<file path="src/rtl/dsp_seq_pkg.sv">
// Shared constants and FSM state type for the dot-product sequencer.
package dsp_seq_pkg;

    localparam int DWIDTH   = 8;
    localparam int LEN_W    = 4;
    localparam int MODE_DLY = 2;  // operand cycle to mode cycle
    localparam int RES_LAT  = 3;  // operand cycle to result-sample cycle

    // Mode tag carried alongside each operand cycle: {multiply, accumulate, last}
    localparam int TAG_W    = 3;
    localparam int TAG_MUL  = 2;
    localparam int TAG_ACC  = 1;
    localparam int TAG_LAST = 0;

    typedef enum logic [1:0] {
        StIdle,
        StStream,
        StDrain,
        StHold
    } state_e;

endpackage

</file>
<file path="src/rtl/dsp_mode_delay.sv">
// Shift register that lines up mode tags with the slice's internal pipeline.
module dsp_mode_delay
    import dsp_seq_pkg::*;
#(
    parameter int STAGES = MODE_DLY
) (
    input  logic             clk,
    input  logic             reset,
    input  logic [TAG_W-1:0] i_tag,
    output logic [TAG_W-1:0] o_tag
);

    logic [TAG_W-1:0] r_pipe [STAGES];

    // Advance unconditionally so in-flight modes are never dropped
    always_ff @(posedge clk) begin
        if (reset) begin
            for (int i = 0; i < STAGES; i++) begin
                r_pipe[i] <= '0;
            end
        end else begin
            r_pipe[0] <= i_tag;
            for (int i = 1; i < STAGES; i++) begin
                r_pipe[i] <= r_pipe[i-1];
            end
        end
    end

    assign o_tag = r_pipe[STAGES-1];

endmodule

</file>
<file path="src/rtl/dsp_dot_seq.sv">
// Dot-product sequencer driving an external int8 multiply/accumulate slice.
module dsp_dot_seq #(
    parameter int DWIDTH = dsp_seq_pkg::DWIDTH,
    parameter int LEN_W  = dsp_seq_pkg::LEN_W
) (
    input  logic              clk,
    input  logic              reset,
    input  logic              i_cmd_valid,
    output logic              o_cmd_ready,
    input  logic [LEN_W-1:0]  i_cmd_len,
    input  logic              i_in_valid,
    output logic              o_in_ready,
    input  logic [DWIDTH-1:0] i_in_a,
    input  logic [DWIDTH-1:0] i_in_b,
    output logic              o_out_valid,
    input  logic              i_out_ready,
    output logic [DWIDTH-1:0] o_out_data,
    output logic [DWIDTH-1:0] o_slice_ax,
    output logic [DWIDTH-1:0] o_slice_ay,
    output logic [DWIDTH-1:0] o_slice_az,
    output logic              o_slice_multiply,
    output logic              o_slice_accumulate,
    output logic              o_slice_carry_in,
    input  logic [DWIDTH-1:0] i_slice_result
);

    import dsp_seq_pkg::*;

    state_e            r_state;
    logic [LEN_W-1:0]  r_count;
    logic              r_first;
    logic              r_cmd_ready;
    logic              r_in_ready;
    logic              r_out_valid;
    logic [DWIDTH-1:0] r_out_data;
    logic [DWIDTH-1:0] r_ay;
    logic [DWIDTH-1:0] r_az;
    logic [TAG_W-1:0]  r_tag;
    logic              r_last_res;   // last pair's result is on slice_result this cycle
    logic [TAG_W-1:0]  w_tag_dly;
    logic              w_in_fire;

    assign w_in_fire = r_in_ready && i_in_valid;

    // Mode tags registered alongside operands, then delayed to the slice's mode cycle
    dsp_mode_delay #(
        .STAGES (MODE_DLY)
    ) u_mode_delay (
        .clk   (clk),
        .reset (reset),
        .i_tag (r_tag),
        .o_tag (w_tag_dly)
    );

    // Command FSM with registered handshakes, slice operands and result capture
    always_ff @(posedge clk) begin
        if (reset) begin
            r_state     <= StIdle;
            r_count     <= '0;
            r_first     <= 1'b0;
            r_cmd_ready <= 1'b1;
            r_in_ready  <= 1'b0;
            r_out_valid <= 1'b0;
            r_out_data  <= '0;
            r_ay        <= '0;
            r_az        <= '0;
            r_tag       <= '0;
            r_last_res  <= 1'b0;
        end else begin
            // Operands and tag default to zero; only STREAM overrides them
            r_ay       <= '0;
            r_az       <= '0;
            r_tag      <= '0;
            r_last_res <= w_tag_dly[TAG_LAST];
            case (r_state)
                StIdle: begin
                    if (i_cmd_valid) begin
                        r_cmd_ready <= 1'b0;
                        if (i_cmd_len != '0) begin
                            r_count    <= i_cmd_len;
                            r_first    <= 1'b1;
                            r_in_ready <= 1'b1;
                            r_state    <= StStream;
                        end else begin
                            r_out_data  <= '0;
                            r_out_valid <= 1'b1;
                            r_state     <= StHold;
                        end
                    end
                end
                StStream: begin
                    if (w_in_fire) begin
                        r_ay           <= i_in_a;
                        r_az           <= i_in_b;
                        r_tag[TAG_MUL] <= r_first;
                        r_tag[TAG_ACC] <= !r_first;
                        r_tag[TAG_LAST] <= (r_count == LEN_W'(1));
                        r_first        <= 1'b0;
                        r_count        <= r_count - LEN_W'(1);
                        if (r_count == LEN_W'(1)) begin
                            r_in_ready <= 1'b0;
                            r_state    <= StDrain;
                        end
                    end else begin
                        // Bubble: zero operands, accumulate adds nothing
                        r_tag[TAG_ACC] <= 1'b1;
                    end
                end
                StDrain: begin
                    if (r_last_res) begin
                        r_out_data  <= i_slice_result;
                        r_out_valid <= 1'b1;
                        r_state     <= StHold;
                    end
                end
                StHold: begin
                    if (i_out_ready) begin
                        r_out_valid <= 1'b0;
                        r_cmd_ready <= 1'b1;
                        r_state     <= StIdle;
                    end
                end
                default: begin
                    r_state <= StIdle;
                end
            endcase
        end
    end

    assign o_cmd_ready        = r_cmd_ready;
    assign o_in_ready         = r_in_ready;
    assign o_out_valid        = r_out_valid;
    assign o_out_data         = r_out_data;
    assign o_slice_ax         = '0;
    assign o_slice_ay         = r_ay;
    assign o_slice_az         = r_az;
    assign o_slice_multiply   = w_tag_dly[TAG_MUL];
    assign o_slice_accumulate = w_tag_dly[TAG_ACC];
    assign o_slice_carry_in   = 1'b0;

endmodule

</file>
<file path="config.mk">
export PLATFORM = sky130hd
export DESIGN_NAME = dsp_dot_seq
export DESIGN_NICKNAME = d
export VERILOG_FILES = /design/src/rtl/dsp_seq_pkg.sv /design/src/rtl/dsp_mode_delay.sv /design/src/rtl/dsp_dot_seq.sv
export SDC_FILE = /design/constraint.sdc
export NUM_CORES = 1
export LEC_CHECK = 0
export CAP_MARGIN = 40
export CORE_UTILIZATION = 38
export CTS_BUF_LIST = sky130_fd_sc_hd__clkbuf_16
export DETAILED_ROUTE_END_ITERATION = 12
export GPL_TIMING_DRIVEN = 1
export PLACE_DENSITY = 0.75
export SLEW_MARGIN = 10
export SYNTH_ARGS = -nofsm -noshare
export SYNTH_HDL_FRONTEND = slang
export SYNTH_SLANG_ARGS = --single-unit
export TNS_END_PERCENT = 5
</file>
<file path="constraint.sdc">
create_clock -name clk -period 1.8 [get_ports clk]
set_clock_uncertainty 0.2 [all_clocks]
set_input_delay 0.36 -clock clk [delete_from_list [all_inputs] [get_ports clk]]
set_output_delay 0.36 -clock clk [all_outputs]
set_load 0.02 [all_outputs]
</file>
---- Word-level counts from Yosys, hierarchy flattened ----
Memory sizes are Yosys's and may differ from the RTL's.
Index checks and enable logic that the tools add are counted.
cells by class
  reduce and logical (&&, ||, !) cells .... 16
  magnitude comparators ................... 0
  shift operators ......................... 0
  eq/ne operators ......................... 11
  add/subtract/negate cells ............... 1
  divide/modulo/power cells ............... 0
  $mul .................................... 0
  bitwise logic cells ..................... 4
  mux-type cells .......................... 36
operator list
  kind                                                                   number
  8-bit 2-to-1 mux                                                       3
  8-bit one-hot mux with 2 select lines                                  1
  1-bit 2-to-1 mux                                                       15
  5-bit AND reduction                                                    3
  2-bit != test, second input constant                                   7
  2-bit 2-to-1 mux                                                       6
  4-bit 2-to-1 mux                                                       3
  2-bit one-hot mux with 4 select lines                                  1
  4-bit one-hot mux with 2 select lines                                  1
  4-bit AND reduction                                                    2
  3-bit 2-to-1 mux                                                       2
  1-bit one-hot mux with 2 select lines                                  3
  2-bit nonzero test                                                     3
  2-bit equality test, second input constant                             2
  4-bit by 1-bit equality test with 1-bit output, second input constant  1
  4-bit nonzero test                                                     1
  4-bit by 1-bit subtractor with 4-bit output, second input constant     1
  1-bit one-hot mux with 3 select lines                                  1
  3-bit AND reduction                                                    1
  3-bit nonzero test                                                     1
  3-bit OR reduction                                                     1
  2-bit by 1-bit equality test with 1-bit output, second input constant  1
  2-bit logical NOT                                                      1
  1-bit inverter                                                         2
  4 further kinds                                                        5
storage, ports and cells
  bits in latches ......................... 0
  memories kept ........................... 1
  output and inout port bits .............. 38
  flip-flop bits (word level) ............. 38
  bits in read-only memories .............. 0
  word-level logic and storage cells ...... 81
  RAM bits ................................ 6
memory list
  name                 words  width  rd ports  clocked after memory_dff  write ports  RTL line              text
  u_mode_delay.r_pipe  2      3      2         0                         2            dsp_mode_delay.sv:13  logic [TAG_W-1:0] r_pipe [STAGES];

---- Longest topological paths before layout ----
  depth after elaboration ................. 4
  gate-level depth with buffers ........... 7

---- Modules after synthesis ----
A second synthesis with hierarchy kept.
second synthesis, totals
  cell total of the unflattened synthesis .. 176
  area, all modules ....................... 1747.9 um2
modules (own cells, without submodules)
  module          times used  cells an instance  seq. area each (um2)  area an instance (um2)
  dsp_dot_seq     1           161                760.7                 1567.8
  dsp_mode_delay  1           15                 120.1                 180.2

---- Worst setup path after synthesis ----
Ideal clock, no wire load.
  path kind ............................... register to register
  start ................................... reg r_state[1]
  end ..................................... reg r_count[0]
  slack ................................... -132 ps
  buffers on the path ..................... 1
  required time ........................... 1514 ps
  clock period less this slack ............ 1932 ps
  arrival ................................. 1646 ps
  stages on the path, launching flop included .. 8
  cell sequence ........................... dfxtp_1 inv_1 ha_1 buf_2 and2b_1 a2bb2oi_1 o21ai_0 a211oi_1
on the way
  cells in the longest elaborated chain, start to end .. 3
ends and longest elaborated chain
  what                                                                                 RTL line           text
  from (decl)                                                                          dsp_dot_seq.sv:29  state_e r_state;
  from (signal assigned)                                                               dsp_dot_seq.sv:58  r_state <= StIdle;
  from (signal assigned)                                                               dsp_dot_seq.sv:83  r_state <= StStream;
  from (signal assigned)                                                               dsp_dot_seq.sv:87  r_state <= StHold;
  2-bit by 1-bit equality test with 1-bit output or 2-bit logical NOT (tied branches)  dsp_dot_seq.sv:75  case (r_state)
  2-bit != test (no source line) or 2-bit nonzero test (tied branches)                 --
  4-bit AND reduction (no source line)                                                 --
  to (signal assigned)                                                                 dsp_dot_seq.sv:80  r_count <= i_cmd_len;
  to (signal assigned)                                                                 dsp_dot_seq.sv:99  r_count <= r_count - LEN_W'(1);
  to (decl)                                                                            dsp_dot_seq.sv:30  logic [LEN_W-1:0] r_count;
Several ways; a longest one is shown, not always the timed one.
A chain may end at the register's enable or synchronous reset.

---- Final worst setup path ----
  start ................................... reg r_state[1]
  end ..................................... reg r_state[1]
on the way
  cells in the longest elaborated chain, start to end .. 3
ends and longest elaborated chain
  what                                                                          RTL line
  2-bit by 1-bit equality test with 1-bit output, or another cell as far along  dsp_dot_seq.sv:75
  2-bit != test (no source line)                                                --
  5-bit AND reduction (no source line)                                          --
Several ways; a longest one is shown, not always the timed one.

==> results.cfg <==
[status]
status = complete, no violations

[worst_hold_path]
min_path_cells = 1
min-delay-start = u_mode_delay.r_pipe[0][2]$_SDFF_PP0_
hp-class = register to register
min_to = u_mode_delay.r_pipe[0][5]$_SDFF_PP0_

[critical_path]
cp_data_arrival_time_ns = 1.75
cp_slowest_cell = or4_4
required_ns = 1.79
reg2reg_from = r_state[1]$_SDFFE_PP0P_
reg2reg_to = r_state[1]$_SDFFE_PP0P_
reg2reg_slack_ns = 0.04
slowest_delay_ns = 0.55
cp-start-kind = register
r2r_cells = 6
cp-end-kind = register
critPathKind = register to register
critPathMaxFanout = 4
crit_chain = buf_4, ha_2, inv_2, o221ai_4, or4_4, o31ai_2

[clock_tree]
holdBufCountCts = 0
clockBufferDepth = 2
cts_buffers = 5
worst_skew_pair.late_latency_ns = 0.28
root_buffer = clkbuf_16
h-tree-depth = 2
cts_sinks = 44
cts_tree = yes
clk_pin_slew_ns = 0.06

[floorplan]
num_io_pins = 71
die_x_um = 69.5
die_y_um = 69.5
start_util = 0.398
dieArea_mm2 = 0.00483
core-area_mm2 = 0.00435
rows = 24

[logic_synthesis]
muxShareOfSynthArea = 0.0188
synthArstFlopShare = 0
synth_top_family_by_area = simple AND/OR/NAND/NOR gates
syn_inst = 172
ys_top_cells_by_count = dfxtp_1, and2_1, inv_1, buf_4, nor2_1
yosys.area_share.simple = 0.186
synth_top_area_cell = dfxtp_1
synthTopCellsByArea = dfxtp_1, and2_1, ha_1
synth_cell_type_count = 37
postSynthAreaPerCell_um2 = 10.1
netlist_area_mm2 = 0.00173
synth.most_common_cell = dfxtp_1
synth-compound-area-share = 0.159
synth_top_area_frac = 0.509
ys_seq_area_frac = 0.509
synthXorXnorAreaFrac = 0
synth_edf_count = 0
synth_ff_type = dfxtp_1
synth_fa_ha_area_frac = 0.0506
ys_warn_count = 0
yosys_register_bits = 44

[placement]
gp_congestion = 0.842
dp_cells = 300
port_buffers = 61
dp_hpwl_um = 2700
dpl-instance-area_mm2 = 0.00252

[route]
dr.pass1.iters = 4
drt-total-wl_um = 3730
drc_errors = 0
ant_nets = 0
drt_first_iter_violations = 62
vias = 1469
wl_per_cell_um = 12.0
vias_per_cell = 4.74

[layout]
regArea_um2 = 885
nFillCells = 340
area_delta_synth_final_pct = 62.5
fin_cells = 310
multi_input_area_um2 = 865
drive_gt1_frac = 0.225
final_cell_area_mm2 = 0.00281
layout.nets = 297
diodes = 0

[sta]
finalWorstPathRequiredPeriod_ns = 1.76
finalHoldViolations = 0
fin_crit_sh = 0.978
setup_viol = 0
clock.fmax_mhz = 568
hold_ws_ns = 0.243
rsz0062_at_grt = yes
slew_violations = 0

[grt]
grt_use_total = 0.160
first_global_vias = 1316
grt_max_degree = 18
grt_first_pass_wirelength_um = 6000
grt_overflow_total = 0
antenna_found_initial = 0

[pwr]
power_leakage_nw = 1.32
powerDensity_mw_per_mm2 = 1160
power_mw = 3.28
ir_worst_vdd_v = 0.000582

[run]
maxCapViolations = 0
## worst max path at each step
stage | from | endpoint | depth (start not counted)
floorplan | i_cmd_len[2] | o_out_data[0]$_SDFFE_PP0P_ | 4
global placement | i_cmd_len[2] | o_out_data[3]$_SDFFE_PP0P_ | 5
detailed placement | i_cmd_len[2] | o_out_data[2]$_SDFFE_PP0P_ | 5
CTS | r_state[1]$_SDFFE_PP0P_ | r_count[0]$_SDFFE_PP0P_ | 6
global route | r_state[1]$_SDFFE_PP0P_ | r_state[1]$_SDFFE_PP0P_ | 6
finish | r_state[1]$_SDFFE_PP0P_ | r_state[1]$_SDFFE_PP0P_ | 6
## routing by layer
layer,vias to the layer above,track usage,part of all wire
li1,741,-,-
met1,678,0.170,0.41
met2,44,0.280,0.52
met3,6,0.0494,0.050
met4,0,0.0862,0.025
met5,-,0,0
## report_power, final
group	internal, mW	total [mW]	switching (mW)	leakage (nW)
sequential	1.08	1.17	0.0875	0.358
combinational	0.577	1.11	0.536	0.874
clock	0.646	0.991	0.345	0.0850
total	2.31	3.28	0.968	1.32
## registers in the layout (all words and copies together) (netlist names), 2 cells and up
| signal | count |
|---|---|
| r_tag | 3 |
| r_state | 2 |
| o_slice_ay | 8 |
| o_out_data | 8 |
| o_slice_az | 8 |
| u_mode_delay.r_pipe | 6 |
| r_count | 4 |
## per-stage QoR
stage | worst slack, ns | util | TNS [ns]
2_1_floorplan | -0.00815 | - | -0.0654
3_3_place_gp | -0.472 | 0.580 | -11.84
3_5_place_dp | -0.541 | 0.580 | -12.81
5_1_grt | -0.0182 | 0.646 | -0.0254
6_report | 0.0404 | 0.646 | 0
4_1_cts | -0.0727 | 0.620 | -0.160
## critical path, delay by kind of cell, from the launching register on
family,cells,cell delay (ns)
compound gates,2,0.20
fa+ha+maj,1,0.19
buf+inv,2,0.22
flops,1,0.32
simple gates,1,0.55
## cells in the final DEF, fill, tap and decap left out, drive strengths merged, types with 9 or more instances in the layout
| master | netlist | layout |
|---|---|---|
| and2 | 18 | 18 |
| clkdlybuf4s50 | 0 | 45 |
| dlymetal6s2s | 0 | 11 |
| dfxtp | 44 | 44 |
| inv | 11 | 12 |
| conb | 1 | 9 |
| nor2 | 9 | 9 |
| buf | 11 | 23 |
## cell families after synthesis
logic type                 Yosys count
and+or+nand+nor                     53
DFF                                 44
AOI/OAI and AO/OA                   39
buffers and inverters               25
adders and majority gates            7
muxes                                3
other                                1
## repair_timing
action / 4_1_cts / 5_1_grt
pin swaps: 3 / 6
endpoints found under the hold margin: 0 / 0
gates resized for setup: 12 / 34
endpoints found under the setup margin: 32 / 25
buffers inserted: 0 / 2
## area by class of cell
type | count | share of cell area
clock inverters | 3 | 0.0138
well taps | 52 | 0.0231
clock buffers | 5 | 0.0445
inverters | 11 | 0.0147
multi-input cells | 111 | 0.307
repair buffers | 84 | 0.282
flip-flops and latches | 44 | 0.314
Note: power is estimated with default switching activity, not from simulation.
